**src/rtl/pipe_stage_reg_pkg.sv**
```systemverilog
// rtl/pipe_stage_reg_pkg.sv - shared types and per-boundary width defaults for pipeline stage registers
package pipe_pkg;

  typedef enum logic [1:0] {
    EMPTY = 2'd0,
    ONE   = 2'd1,
    TWO   = 2'd2
  } occ_t;

  localparam int DEFAULT_CTRL_W = 8;
  localparam int DEFAULT_DATA_W = 64;

  // Per-boundary widths: control carries wb_en/mem_r_en/mem_w_en/b/s etc.
  localparam int IF_ID_CTRL_W   = 1;
  localparam int IF_ID_DATA_W   = 64;
  localparam int ID_EXE_CTRL_W  = 8;
  localparam int ID_EXE_DATA_W  = 160;
  localparam int EXE_MEM_CTRL_W = 4;
  localparam int EXE_MEM_DATA_W = 96;
  localparam int MEM_WB_CTRL_W  = 2;
  localparam int MEM_WB_DATA_W  = 69;

endpackage

```
**src/rtl/pipe_stage_reg_if.sv**
```systemverilog
// rtl/pipe_stage_reg_if.sv - upstream/downstream handshake bundle of one pipeline stage register
interface pipe_stage_reg_if #(
  parameter int CTRL_W = pipe_pkg::DEFAULT_CTRL_W,
  parameter int DATA_W = pipe_pkg::DEFAULT_DATA_W
);
  logic              in_valid;
  logic              in_ready;
  logic [CTRL_W-1:0] in_ctrl;
  logic [DATA_W-1:0] in_data;
  logic              out_valid;
  logic              out_ready;
  logic [CTRL_W-1:0] out_ctrl;
  logic [DATA_W-1:0] out_data;

  // Surrounding pipeline: produces the upstream beat and the downstream ready.
  modport master (
    output in_valid, in_ctrl, in_data, out_ready,
    input  in_ready, out_valid, out_ctrl, out_data
  );

  // The stage register itself.
  modport slave (
    input  in_valid, in_ctrl, in_data, out_ready,
    output in_ready, out_valid, out_ctrl, out_data
  );
endinterface

```
**src/rtl/pipe_stage_reg_slot.sv**
```systemverilog
// rtl/pipe_stage_reg_slot.sv - one {valid, ctrl, data} entry with load and clear
module pipe_slot #(
  parameter int CTRL_W = 8,
  parameter int DATA_W = 64
) (
  input  logic              clk,
  input  logic              rst,
  input  logic              i_load,
  input  logic              i_clear,
  input  logic [CTRL_W-1:0] i_ctrl,
  input  logic [DATA_W-1:0] i_data,
  output logic              o_valid,
  output logic [CTRL_W-1:0] o_ctrl,
  output logic [DATA_W-1:0] o_data
);

  logic              r_valid;
  logic [CTRL_W-1:0] r_ctrl;
  logic [DATA_W-1:0] r_data;

  // Clear wins over load so an emptied entry never carries stale fields.
  always_ff @(posedge clk or posedge rst) begin
    if (rst) begin
      r_valid <= 1'b0;
      r_ctrl  <= '0;
      r_data  <= '0;
    end else if (i_clear) begin
      r_valid <= 1'b0;
      r_ctrl  <= '0;
      r_data  <= '0;
    end else if (i_load) begin
      r_valid <= 1'b1;
      r_ctrl  <= i_ctrl;
      r_data  <= i_data;
    end
  end

  assign o_valid = r_valid;
  assign o_ctrl  = r_ctrl;
  assign o_data  = r_data;

endmodule

```
**src/rtl/pipe_stage_reg.sv**
```systemverilog
// rtl/pipe_stage_reg.sv - generic inter-stage register with handshake, optional skid entry and flush-kill counter
module pipe_stage_reg
  import pipe_pkg::*;
#(
  parameter int DATA_W = 64,
  parameter int CTRL_W = 8,
  parameter int SKID   = 1,
  parameter int CNT_W  = 16
) (
  input  logic             clk,
  input  logic             rst,
  input  logic             flush,
  input  logic             freeze,
  pipe_stage_reg_if.slave  bus,
  output logic [1:0]       occupancy,
  output logic [CNT_W-1:0] flush_kills
);

  logic              w_main_valid;
  logic [CTRL_W-1:0] w_main_ctrl;
  logic [DATA_W-1:0] w_main_data;
  logic              w_skid_valid;
  logic [CTRL_W-1:0] w_skid_ctrl;
  logic [DATA_W-1:0] w_skid_data;

  logic              w_main_load;
  logic              w_main_clear;
  logic              w_main_from_skid;
  logic              w_skid_load;
  logic              w_skid_clear;
  logic [CTRL_W-1:0] w_main_ctrl_in;
  logic [DATA_W-1:0] w_main_data_in;

  occ_t              w_state;
  logic [1:0]        w_occ;
  logic              w_in_ready;
  logic              w_out_valid;
  logic              w_accept;
  logic              w_consume;
  logic [CNT_W:0]    w_kill_sum;
  logic [CNT_W-1:0]  r_flush_kills;

  // The skid entry is only ever filled behind a full main entry, so the slot
  // valids encode the occupancy directly.
  assign w_state = w_skid_valid ? TWO : (w_main_valid ? ONE : EMPTY);
  assign w_occ   = w_state;

  assign w_out_valid = ~freeze & w_main_valid;
  assign w_in_ready  = (SKID != 0) ? (~freeze & (w_state != TWO))
                                   : (~freeze & (~w_main_valid | bus.out_ready));
  assign w_accept    = bus.in_valid & w_in_ready;
  assign w_consume   = w_out_valid & bus.out_ready;

  // Next-entry control: flush clears everything, otherwise walk the occupancy FSM.
  always_comb begin
    w_main_load      = 1'b0;
    w_main_clear     = 1'b0;
    w_main_from_skid = 1'b0;
    w_skid_load      = 1'b0;
    w_skid_clear     = 1'b0;
    if (flush) begin
      w_main_clear = 1'b1;
      w_skid_clear = 1'b1;
    end else begin
      case (w_state)
        EMPTY: w_main_load = w_accept;
        ONE: begin
          if (w_accept && w_consume) begin
            w_main_load = 1'b1;
          end else if (w_accept && (SKID != 0)) begin
            w_skid_load = 1'b1;
          end else if (w_consume) begin
            w_main_clear = 1'b1;
          end
        end
        TWO: begin
          if (w_consume) begin
            w_main_load      = 1'b1;
            w_main_from_skid = 1'b1;
            w_skid_clear     = 1'b1;
          end
        end
        default: begin
          w_main_clear = 1'b1;
          w_skid_clear = 1'b1;
        end
      endcase
    end
  end

  assign w_main_ctrl_in = w_main_from_skid ? w_skid_ctrl : bus.in_ctrl;
  assign w_main_data_in = w_main_from_skid ? w_skid_data : bus.in_data;

  pipe_slot #(.CTRL_W(CTRL_W), .DATA_W(DATA_W)) u_main (
    .clk     (clk),
    .rst     (rst),
    .i_load  (w_main_load),
    .i_clear (w_main_clear),
    .i_ctrl  (w_main_ctrl_in),
    .i_data  (w_main_data_in),
    .o_valid (w_main_valid),
    .o_ctrl  (w_main_ctrl),
    .o_data  (w_main_data)
  );

  generate
    if (SKID != 0) begin : g_skid
      pipe_slot #(.CTRL_W(CTRL_W), .DATA_W(DATA_W)) u_skid (
        .clk     (clk),
        .rst     (rst),
        .i_load  (w_skid_load),
        .i_clear (w_skid_clear),
        .i_ctrl  (bus.in_ctrl),
        .i_data  (bus.in_data),
        .o_valid (w_skid_valid),
        .o_ctrl  (w_skid_ctrl),
        .o_data  (w_skid_data)
      );
    end else begin : g_no_skid
      assign w_skid_valid = 1'b0;
      assign w_skid_ctrl  = '0;
      assign w_skid_data  = '0;
    end
  endgenerate

  // One spare bit catches overflow so the count can pin at all-ones.
  assign w_kill_sum = {1'b0, r_flush_kills} + (CNT_W+1)'(w_occ);

  // Add the pre-flush occupancy on every flush, saturating.
  always_ff @(posedge clk or posedge rst) begin
    if (rst) begin
      r_flush_kills <= '0;
    end else if (flush) begin
      r_flush_kills <= w_kill_sum[CNT_W] ? {CNT_W{1'b1}} : w_kill_sum[CNT_W-1:0];
    end
  end

  assign bus.in_ready  = w_in_ready;
  assign bus.out_valid = w_out_valid;
  assign bus.out_ctrl  = w_out_valid ? w_main_ctrl : '0;
  assign bus.out_data  = w_main_data;
  assign occupancy     = w_occ;
  assign flush_kills   = r_flush_kills;

endmodule

```
**src/flat_wrapper.sv**
```systemverilog
// flat-port wrapper written by rule: the top's interface ports become plain ports
module pipe_stage_reg_flat import pipe_pkg::*;
#(
  parameter int DATA_W = 64,
  parameter int CTRL_W = 8,
  parameter int SKID   = 1,
  parameter int CNT_W  = 16
)
  (clk, rst, flush, freeze, occupancy, flush_kills, bus_in_valid, bus_in_ctrl, bus_in_data, bus_out_ready, bus_in_ready, bus_out_valid, bus_out_ctrl, bus_out_data);
  pipe_stage_reg_if #(.CTRL_W(CTRL_W), .DATA_W(DATA_W)) bus_i ();
  input  logic clk;
  input  logic rst;
  input  logic flush;
  input  logic freeze;
  output logic [1:0] occupancy;
  output logic [CNT_W-1:0] flush_kills;
  input wire logic [$bits(bus_i.in_valid)-1:0] bus_in_valid;
  input wire logic [$bits(bus_i.in_ctrl)-1:0] bus_in_ctrl;
  input wire logic [$bits(bus_i.in_data)-1:0] bus_in_data;
  input wire logic [$bits(bus_i.out_ready)-1:0] bus_out_ready;
  output wire logic [$bits(bus_i.in_ready)-1:0] bus_in_ready;
  output wire logic [$bits(bus_i.out_valid)-1:0] bus_out_valid;
  output wire logic [$bits(bus_i.out_ctrl)-1:0] bus_out_ctrl;
  output wire logic [$bits(bus_i.out_data)-1:0] bus_out_data;
  assign bus_i.in_valid = bus_in_valid;
  assign bus_i.in_ctrl = bus_in_ctrl;
  assign bus_i.in_data = bus_in_data;
  assign bus_i.out_ready = bus_out_ready;
  assign bus_in_ready = bus_i.in_ready;
  assign bus_out_valid = bus_i.out_valid;
  assign bus_out_ctrl = bus_i.out_ctrl;
  assign bus_out_data = bus_i.out_data;
  pipe_stage_reg #(.DATA_W(DATA_W), .CTRL_W(CTRL_W), .SKID(SKID), .CNT_W(CNT_W)) u_core (.clk(clk), .rst(rst), .flush(flush), .freeze(freeze), .bus(bus_i), .occupancy(occupancy), .flush_kills(flush_kills));
endmodule
```
**config.mk**
```make
export PLATFORM = sky130hd
export DESIGN_NAME = pipe_stage_reg_flat
export DESIGN_NICKNAME = d
export VERILOG_FILES = /design/src/rtl/pipe_stage_reg_pkg.sv /design/src/rtl/pipe_stage_reg_if.sv /design/src/rtl/pipe_stage_reg_slot.sv /design/src/rtl/pipe_stage_reg.sv /design/src/flat_wrapper.sv
export SDC_FILE = /design/constraint.sdc
export NUM_CORES = 1
export LEC_CHECK = 0
export ABC_AREA = 1
export BUFFER_PORTS_ARGS = -buffer_cell sky130_fd_sc_hd__buf_2
export CAP_MARGIN = 30
export CORE_MARGIN = 1.5
export CORE_UTILIZATION = 55
export CTS_CLUSTER_SIZE = 14
export DETAILED_ROUTE_END_ITERATION = 8
export GPL_ROUTABILITY_DRIVEN = 0
export PLACE_DENSITY_LB_ADDON = 0.1
export SLEW_MARGIN = 15
export SYNTH_ARGS = -nofsm -noshare
export SYNTH_HDL_FRONTEND = slang
export SYNTH_SLANG_ARGS = --single-unit
```
**constraint.sdc**
```tcl
create_clock -name clk -period 5.8 [get_ports clk]
set_input_delay 0.58 -clock clk [delete_from_list [all_inputs] [get_ports clk]]
set_output_delay 0.58 -clock clk [all_outputs]
set_load 0.005 [all_outputs]
```
==> results of run 1 <==
-- registers in the layout, summed over array words and instances (netlist names) --
signal and count:
u_core.u_main.o_ctrl 8, u_core.g_skid.u_skid.o_valid 1, u_core.g_skid.u_skid.o_data 64, u_core.u_main.o_data 64, u_core.u_main.o_valid 1, u_core.flush_kills 16
u_core.g_skid.u_skid.o_ctrl 8
-- layout make-up --
type	instances	area share, %
sequential	162	42.6
multi-input combinational	690	34.5
timing repair buffer	180	10.2
clock buffer	23	5.13
inverter	107	4.27
tap	184	2.42
clock inverter	6	0.841
antenna	2	0.0526
-- cell families (layout without fill, tap and decap cells) --
kind of cell               after synthesis  after routing  share of synthesized area [%]
other                                    0              2                              0
buffers and inverters                  177            316                           9.23
AOI/OAI and AO/OA                       10             10                          0.619
adders and majority gates                3              3                          0.557
DFF                                    162            162                           50.2
and+or+nand+nor                        675            675                           39.2
xor gates and xnor gates                 2              2                          0.217
-- cells in the mapped netlist --
library cell and instances:
sky130_fd_sc_hd__a21oi_1 3, sky130_fd_sc_hd__buf_1 8, sky130_fd_sc_hd__buf_2 38, sky130_fd_sc_hd__buf_4 9, sky130_fd_sc_hd__clkbuf_1 15, sky130_fd_sc_hd__dfrtp_1 162, sky130_fd_sc_hd__fa_1 1, sky130_fd_sc_hd__ha_1 2
sky130_fd_sc_hd__inv_1 103, sky130_fd_sc_hd__inv_2 4, sky130_fd_sc_hd__nand2_1 331, sky130_fd_sc_hd__nand3_1 160, sky130_fd_sc_hd__nand3_2 2, sky130_fd_sc_hd__nand3b_1 5, sky130_fd_sc_hd__nand4_1 79, sky130_fd_sc_hd__nor2_1 20
sky130_fd_sc_hd__nor2_2 3, sky130_fd_sc_hd__nor2_4 2, sky130_fd_sc_hd__nor3_1 1, sky130_fd_sc_hd__o21ai_0 7, sky130_fd_sc_hd__or2_2 72, sky130_fd_sc_hd__xor2_1 2
-- power breakdown --
part / total (mW) / leakage [nW] / internal, mW / switching (mW)
clock: 1.10 / 0.285 / 0.670 / 0.434
sequential: 1.25 / 2.21 / 1.20 / 0.0527
combinational: 0.342 / 2.72 / 0.132 / 0.210
total: 2.70 / 5.22 / 2.00 / 0.697
-- worst max-delay path, cell delays in order, from the launching register on --
cell	delay [ns]
sky130_fd_sc_hd__dfrtp_1	0.47
sky130_fd_sc_hd__inv_2	0.14
sky130_fd_sc_hd__nor2_4	0.71
sky130_fd_sc_hd__buf_4	0.75
sky130_fd_sc_hd__or2_2	0.23
sky130_fd_sc_hd__nand3_1	0.09
sky130_fd_sc_hd__nand2_1	0.10
-- path summary, 6_finish.rpt --
check                                                                start                                     endpoint  slack (ns)  cells after the start
worst min-delay path                                                   rst         u_core.u_main.o_data[50]$_DFFE_PP0P_        0.11                      2
worst min register to register  u_core.g_skid.u_skid.o_ctrl[6]$_DFFE_PP0P_   u_core.g_skid.u_skid.o_ctrl[6]$_DFFE_PP0P_        0.49                      2
worst max register to register    u_core.g_skid.u_skid.o_valid$_DFFE_PP0P_         u_core.u_main.o_data[55]$_DFFE_PP0P_        3.17                      6
min in group clk                                            bus_in_data[3]   u_core.g_skid.u_skid.o_data[3]$_DFFE_PP0P_        0.37                      3
max in group asynchronous                                              rst  u_core.g_skid.u_skid.o_data[45]$_DFFE_PP0P_        4.26                      4
worst max-delay path              u_core.g_skid.u_skid.o_valid$_DFFE_PP0P_         u_core.u_main.o_data[55]$_DFFE_PP0P_        3.17                      6
-- metal layers --
layer	wire (um)	share of wire [%]
met5	0	0
met4	453	2.3
met3	1130	5.6
met2	9290	46
met1	9110	46
==> summary.md, run 1 <==
| Metric | Value |
|---|---|
| Met2 layer usage reported by global route | `between 40 and 50%` |
| Share of the clock period used by the worst path after layout | `45.4%` |
| Top library cells by usage in the layout, fill and taps aside | `330 x sky130_fd_sc_hd__nand2_1, 169 x sky130_fd_sc_hd__buf_2, 162 x sky130_fd_sc_hd__dfrtp_1` |
| Clock edge transition at the registers on the reported setup and hold paths | `about 0.060 ns` |
| Sequential standard cell area | `slightly above 4000 um2` |
| Initial cell density of the core | `about 56%` |
| Sequential element share of the synthesized area | `approximately 50%` |
| Synthesized area divided by synthesized cell count | `approximately 8 um2` |
| Routing layer with the top usage in global route | `met2` |
| Yosys warns | `0` |
| Die Height | `124 um` |
| Max Cap Viol | `0` |
| Clk sink count | `approximately 160` |
| H-Tree Depth | `4` |
| # resized after CTS | `0` |
| Final setup viols | `0` |
| Clock period minus worst slack | `roughly 2.6 ns` |
| Initial antenna violation count | `1` |
| Final number of max-transition violations | `0` |
| Outcome | `finished clean` |
| Instance count after placement with tap cells included | `roughly 1300` |
| Syn nets | `about 1100` |
| Worst setup timing slack at the placement stage | `approximately 2.9 ns` |
| Clock tree from TritonCTS | `built` |
| Top cell type's share of synthesized area | `50.2%` |
| First-pass GRT wire length | `around 33 mm` |
| Arrival time reported for the critical path endpoint | `roughly 3.0 ns` |
| Count of cell types in the netlist | `22` |
| Static leakage | `approximately 5.2 nW` |
| Detail Placement HPWL | `about 12 mm` |
| Critical path capture point type | `flip-flop` |
| Worst EP required | `around 6 ns` |
| Fill cell count | `between 1000 and 1500` |
| Pin count of the biggest net entering global routing | `between 100 and 150` |
| Transition time of the tightest slew-check pin | `0.883 ns` |
| Number of remaining DRC errors | `0` |
| Count of placed standard cells in the final layout, fillers left out | `roughly 1400` |
| Most common cell after layout, fill and taps aside | `sky130_fd_sc_hd__nand2_1` |
| DRT Pass-1 Iters | `5` |
| Number of I/O pins | `170` |
| Ratio of cells with drive above 1 in the final layout | `approximately a quarter` |
| Summed instance area of the synthesized netlist | `8080 um2` |
| Congestion Overflow GR | `0` |
| ANT nets after route | `0` |
| Cell Rows | `44` |
| Signed area change from the synthesized netlist to the final layout | `17.8%` |
| Final standard cell area without fillers | `9520 um2` |
| Unrepaired setup endpoints after global routing | `no` |
| Global routing usage on met1 | `36.5%` |
| Post-synthesis sequential element count | `162` |
| Critical path start-end classification | `flip-flop to flip-flop` |
| Total vias in the final route | `7123` |
| Crit path max fanout | `100` |
| Vias per inst | `about 5.3` |
| Core utilization of the finished layout | `about two thirds` |
| Final-layout setup total negative slack | `0 ns` |
| Largest cells by area after synthesis | `sky130_fd_sc_hd__dfrtp_1 50%, sky130_fd_sc_hd__nand2_1 15%, sky130_fd_sc_hd__nand3_1 9.9%` |
| Global-route met3 utilization | `about 4.6%` |
| Hold Vio Cnt, Final | `0` |
| TritonCTS Buffers | `17` |
| Smallest setup slack after layout | `roughly 3.2 ns` |
| Power consumption | `around 2.7 mW` |
| Buffers on Ports | `169` |
| Instance area at placement | `roughly 8900 um2` |
| Area of the placeable core | `about 14000 um2` |
| Ratio of total power to cell area | `between 200 and 300 nW/um2` |
| Floorplan die area | `around 15000 um2` |
| Multi-input logic area | `3290 um2` |
| Root buffer selected by CTS | `sky130_fd_sc_hd__clkbuf_16` |
| Slew Limit Headroom | `between 40% and 50%` |
| Maximum number of buffers from clock root to sink | `2` |
| Number of global-route vias before repair | `between 6000 and 7000` |
| Worst slack on hold paths | `between 0.1 and 0.15 ns` |
| Number of violations reported at the end of detailed-routing iteration 0 | `around 470` |
| Worst setup skew after layout | `0.00838 ns` |
| Final WL | `~20 mm` |
| Maximum resistive drop on vdd | `between 0.2 and 0.25 mV` |
| Number of hold-repair buffers added at the cts stage | `0` |
| Number of nets in the layout | `between 1000 and 1500` |
| Kind of path behind the tightest hold check | `primary input to async pin` |
| Cell count after synthesis | `approximately 1000` |
| Post CTS Setup Buffer Count | `0` |
| Clk_lat worst skew | `around 0.42 ns` |
| Cell taking the most area after synthesis | `sky130_fd_sc_hd__dfrtp_1` |
| Highest achievable clock rate | `380 MHz` |
| Crit path launch type | `flip-flop` |
| Horizontal die dimension | `between 100 and 150 um` |
| Routed length per instance | `around 15 um` |
| Aggregate global-route resource usage | `about a quarter` |
(Power assumes the default switching activity.)
==> run 2: changes to the inputs <==
--- a/config.mk
+++ b/config.mk
@@ -9,7 +9,7 @@
 export BUFFER_PORTS_ARGS = -buffer_cell sky130_fd_sc_hd__buf_2
 export CAP_MARGIN = 30
 export CORE_MARGIN = 1.5
-export CORE_UTILIZATION = 55
+export CORE_UTILIZATION = 50
 export CTS_CLUSTER_SIZE = 14
 export DETAILED_ROUTE_END_ITERATION = 8
 export GPL_ROUTABILITY_DRIVEN = 0
==> constraint.sdc (replaced) <==
create_clock -name clk -period 2.24 [get_ports clk]
set_input_delay 0.224 -clock clk [delete_from_list [all_inputs] [get_ports clk]]
set_output_delay 0.224 -clock clk [all_outputs]
set_load 0.005 [all_outputs]
==> summary.md, run 2 (same netlist as run 1, synthesis figures left out) <==
| Metric | Value |
|---|---|
| Ratio of cells with drive above 1 in the final layout | `25.7% (+0.61 points)` |
| Clk_lat worst skew | `0.43 ns (about the same)` |
| Cell Rows | `46 (+4.5%)` |
| Number of nets in the layout | `1255 (+1.3%)` |
| Initial antenna violation count | `1 (unchanged)` |
| Number of global-route vias before repair | `6583 (-2.6%)` |
| Count of placed standard cells in the final layout, fillers left out | `1405 (+3.8%)` |
| Max Cap Viol | `0 (unchanged)` |
| Number of violations reported at the end of detailed-routing iteration 0 | `418 (-11%)` |
| Aggregate global-route resource usage | `24.6% (-1.8 points)` |
| Unrepaired setup endpoints after global routing | `no` |
| Static leakage | `5.27 nW (+1.0%)` |
| Number of remaining DRC errors | `0 (unchanged)` |
| First-pass GRT wire length | `32.8 mm (-1.6%)` |
| Vias per inst | `5.11 (-2.9%)` |
| Switching Power | `1.85 mW (+170%)` |
| Worst EP required | `2.58 ns (-3.58 ns)` |
| Critical path start-end classification | `flip-flop to flip-flop` |
| Hold Vio Cnt, Final | `0 (unchanged)` |
| Worst setup skew after layout | `0.0125 ns (+0.00413 ns)` |
| Crit path max fanout | `6 (-94%)` |
| Signed area change from the synthesized netlist to the final layout | `20.3%` |
| Maximum resistive drop on vdd | `0.530 mV (+160%)` |
| Crit path launch type | `flip-flop` |
| Outcome | `finished clean` |
| Seq pwr share | `47.2% (+0.7 points)` |
| Floorplan die area | `16900 um2 (+9.8%)` |
| Total vias in the final route | `7180 (+0.80%)` |
| Path depth of the worst reg2reg path | `10 (+4)` |
| Transition time of the tightest slew-check pin | `0.601 ns (-0.282 ns)` |
| Number of I/O pins | `170 (unchanged)` |
| DRT Pass-1 Iters | `5 (unchanged)` |
| Buffers on Ports | `169 (unchanged)` |
| Most common cell after layout, fill and taps aside | `sky130_fd_sc_hd__nand2_1` |
| Top library cells by usage in the layout, fill and taps aside | `330 x sky130_fd_sc_hd__nand2_1, 169 x sky130_fd_sc_hd__buf_2, 162 x sky130_fd_sc_hd__dfrtp_1` |
| Horizontal die dimension | `130 um (+4.8%)` |
| Number of cells traversed by the worst hold path | `3` |
| Worst setup timing slack at the placement stage | `0.148 ns (-2.77 ns)` |
| Share of the clock period used by the worst path after layout | `91.4% (+46 points)` |
| Ratio of total power to cell area | `708 nW/um2 (+150%)` |
| Critical path capture point type | `flip-flop` |
| Power consumption | `6.88 mW (+150%)` |
| Final setup viols | `0 (unchanged)` |
| Congestion Overflow GR | `0 (unchanged)` |
| ANT nets after route | `0 (unchanged)` |
| Clk sink count | `162 (unchanged)` |
| Maximum number of buffers from clock root to sink | `2 (unchanged)` |
| Final-layout setup total negative slack | `0 ns (unchanged)` |
| Final WL | `20.2 mm (+1.1%)` |
| Slew Limit Headroom | `59.9% (+19 points)` |
| Pin count of the biggest net entering global routing | `110 (+8.9%)` |
| Arrival time reported for the critical path endpoint | `2.39 ns (-0.60 ns)` |
| Worst slack on hold paths | `0.0100 ns (-0.104 ns)` |
| Switching share of total power | `26.9% (+1.1 points)` |
| Internal power consumption | `5.03 mW (+150%)` |
| Die Height | `130 um (+4.8%)` |
| Smallest setup slack after layout | `0.193 ns (-2.97 ns)` |
| Combinational power share | `13.3% (+0.6 points)` |
| Area of the placeable core | `15800 um2 (+9.7%)` |
| Final number of max-transition violations | `0 (unchanged)` |
| Kind of path behind the tightest hold check | `primary input to flip-flop` |
| Clock edge transition at the registers on the reported setup and hold paths | `0.07 ns (about the same)` |
| Clock tree from TritonCTS | `built` |
| Root buffer selected by CTS | `sky130_fd_sc_hd__clkbuf_16` |
| H-Tree Depth | `4 (unchanged)` |
| Clock period minus worst slack | `2.05 ns (-0.585 ns)` |
| Instance count after placement with tap cells included | `1365 (+3.2%)` |
| Highest achievable clock rate | `489 MHz (+29%)` |
| Detail Placement HPWL | `12.0 mm (+2.6%)` |
| Initial cell density of the core | `51.0% (-5.0 points)` |
| TritonCTS Buffers | `17 (unchanged)` |
| Clock network power share | `39.5% (-1.4 points)` |
| Routed length per instance | `14.4 um (-2.6%)` |
[run 2: cell types whose count changed in the layout (fill, tap and decap cells not counted), moves of 2 or more]
cell,previous run,this run
sky130_fd_sc_hd__dlygate4sd3_1,0,4
sky130_fd_sc_hd__clkinvlp_4,0,5
sky130_fd_sc_hd__buf_12,0,7
sky130_fd_sc_hd__buf_16,2,0
sky130_fd_sc_hd__clkbuf_1,2,5
sky130_fd_sc_hd__buf_4,9,16
sky130_fd_sc_hd__clkbuf_8,4,1
[run 2: metrics by stage]
step	cell area (um2)	util, %
2_1_floorplan	8080	-
3_3_place_gp	9110	57.6
3_5_place_dp	9110	57.6
4_1_cts	9700	61.3
5_1_grt	9720	61.4
6_report	9720	61.4
[run 2: power by group through the flow]
| stage | combinational, mW | sequential, mW | clock [mW] |
|---|---|---|---|
| after floorplan | 0.512 | 3.29 | 0 |
| after global placement | 0.911 | 3.29 | 0 |
| after detailed placement | 0.919 | 3.30 | 0 |
| after CTS | 0.928 | 3.25 | 2.78 |
| after global routing | 1.04 | 3.27 | 2.90 |
| final | 0.914 | 3.25 | 2.72 |
[run 2: final cells by class]
| class | instances | area, um2 |
|---|---|---|
| Sequential cell | 162 | 4050 |
| Antenna cell | 2 | 5.00 |
| Clock inverter | 9 | 83.8 |
| Tap cell | 216 | 270 |
| Multi-Input combinational cell | 690 | 3300 |
| Inverter | 107 | 405 |
| Timing Repair Buffer | 196 | 1150 |
| Fill cell | 1489 | 6110 |
| Clock buffer | 23 | 458 |
[run 2: worst paths after layout]
check                                                             from                                     endpoint  slack [ns]
max                           u_core.g_skid.u_skid.o_valid$_DFFE_PP0P_            u_core.flush_kills[2]$_DFFE_PP0P_        0.19
min                                                     bus_in_data[9]   u_core.g_skid.u_skid.o_data[9]$_DFFE_PP0P_        0.01
max reg2reg                   u_core.g_skid.u_skid.o_valid$_DFFE_PP0P_            u_core.flush_kills[2]$_DFFE_PP0P_        0.19
min reg2reg                u_core.g_skid.u_skid.o_data[29]$_DFFE_PP0P_  u_core.g_skid.u_skid.o_data[29]$_DFFE_PP0P_        0.50
max in group asynchronous                                          rst            u_core.flush_kills[2]$_DFFE_PP0P_        1.07
min in group asynchronous                                          rst         u_core.u_main.o_data[52]$_DFFE_PP0P_        0.30
[run 2: critical path, stage by stage, from the launching register on]
cell and delay, ns:
sky130_fd_sc_hd__dfrtp_1 0.45, sky130_fd_sc_hd__nor2_4 0.16, sky130_fd_sc_hd__ha_1 0.19, sky130_fd_sc_hd__inv_1 0.06
sky130_fd_sc_hd__fa_1 0.37, sky130_fd_sc_hd__inv_1 0.11, sky130_fd_sc_hd__nand4_1 0.08, sky130_fd_sc_hd__nor2_1 0.14
sky130_fd_sc_hd__nand3b_1 0.16, sky130_fd_sc_hd__buf_4 0.20, sky130_fd_sc_hd__o21ai_0 0.07
[run 2: routing by layer]
metal,up-vias,share of wire [%],track usage [%]
met5,-,0,0
met4,0,1.2,7.52
met3,19,6.1,5.21
met2,195,47,39.7
met1,3390,46,33.4
li1,3576,-,-
[run 2: repair_timing]
action / CTS / global route
endpoints found under the setup margin: 0 / 12
resized for setup: 0 / 1
buffers inserted: 0 / 2
hold buffers: 4 / 0
hold endpoints to repair: 12 / 0
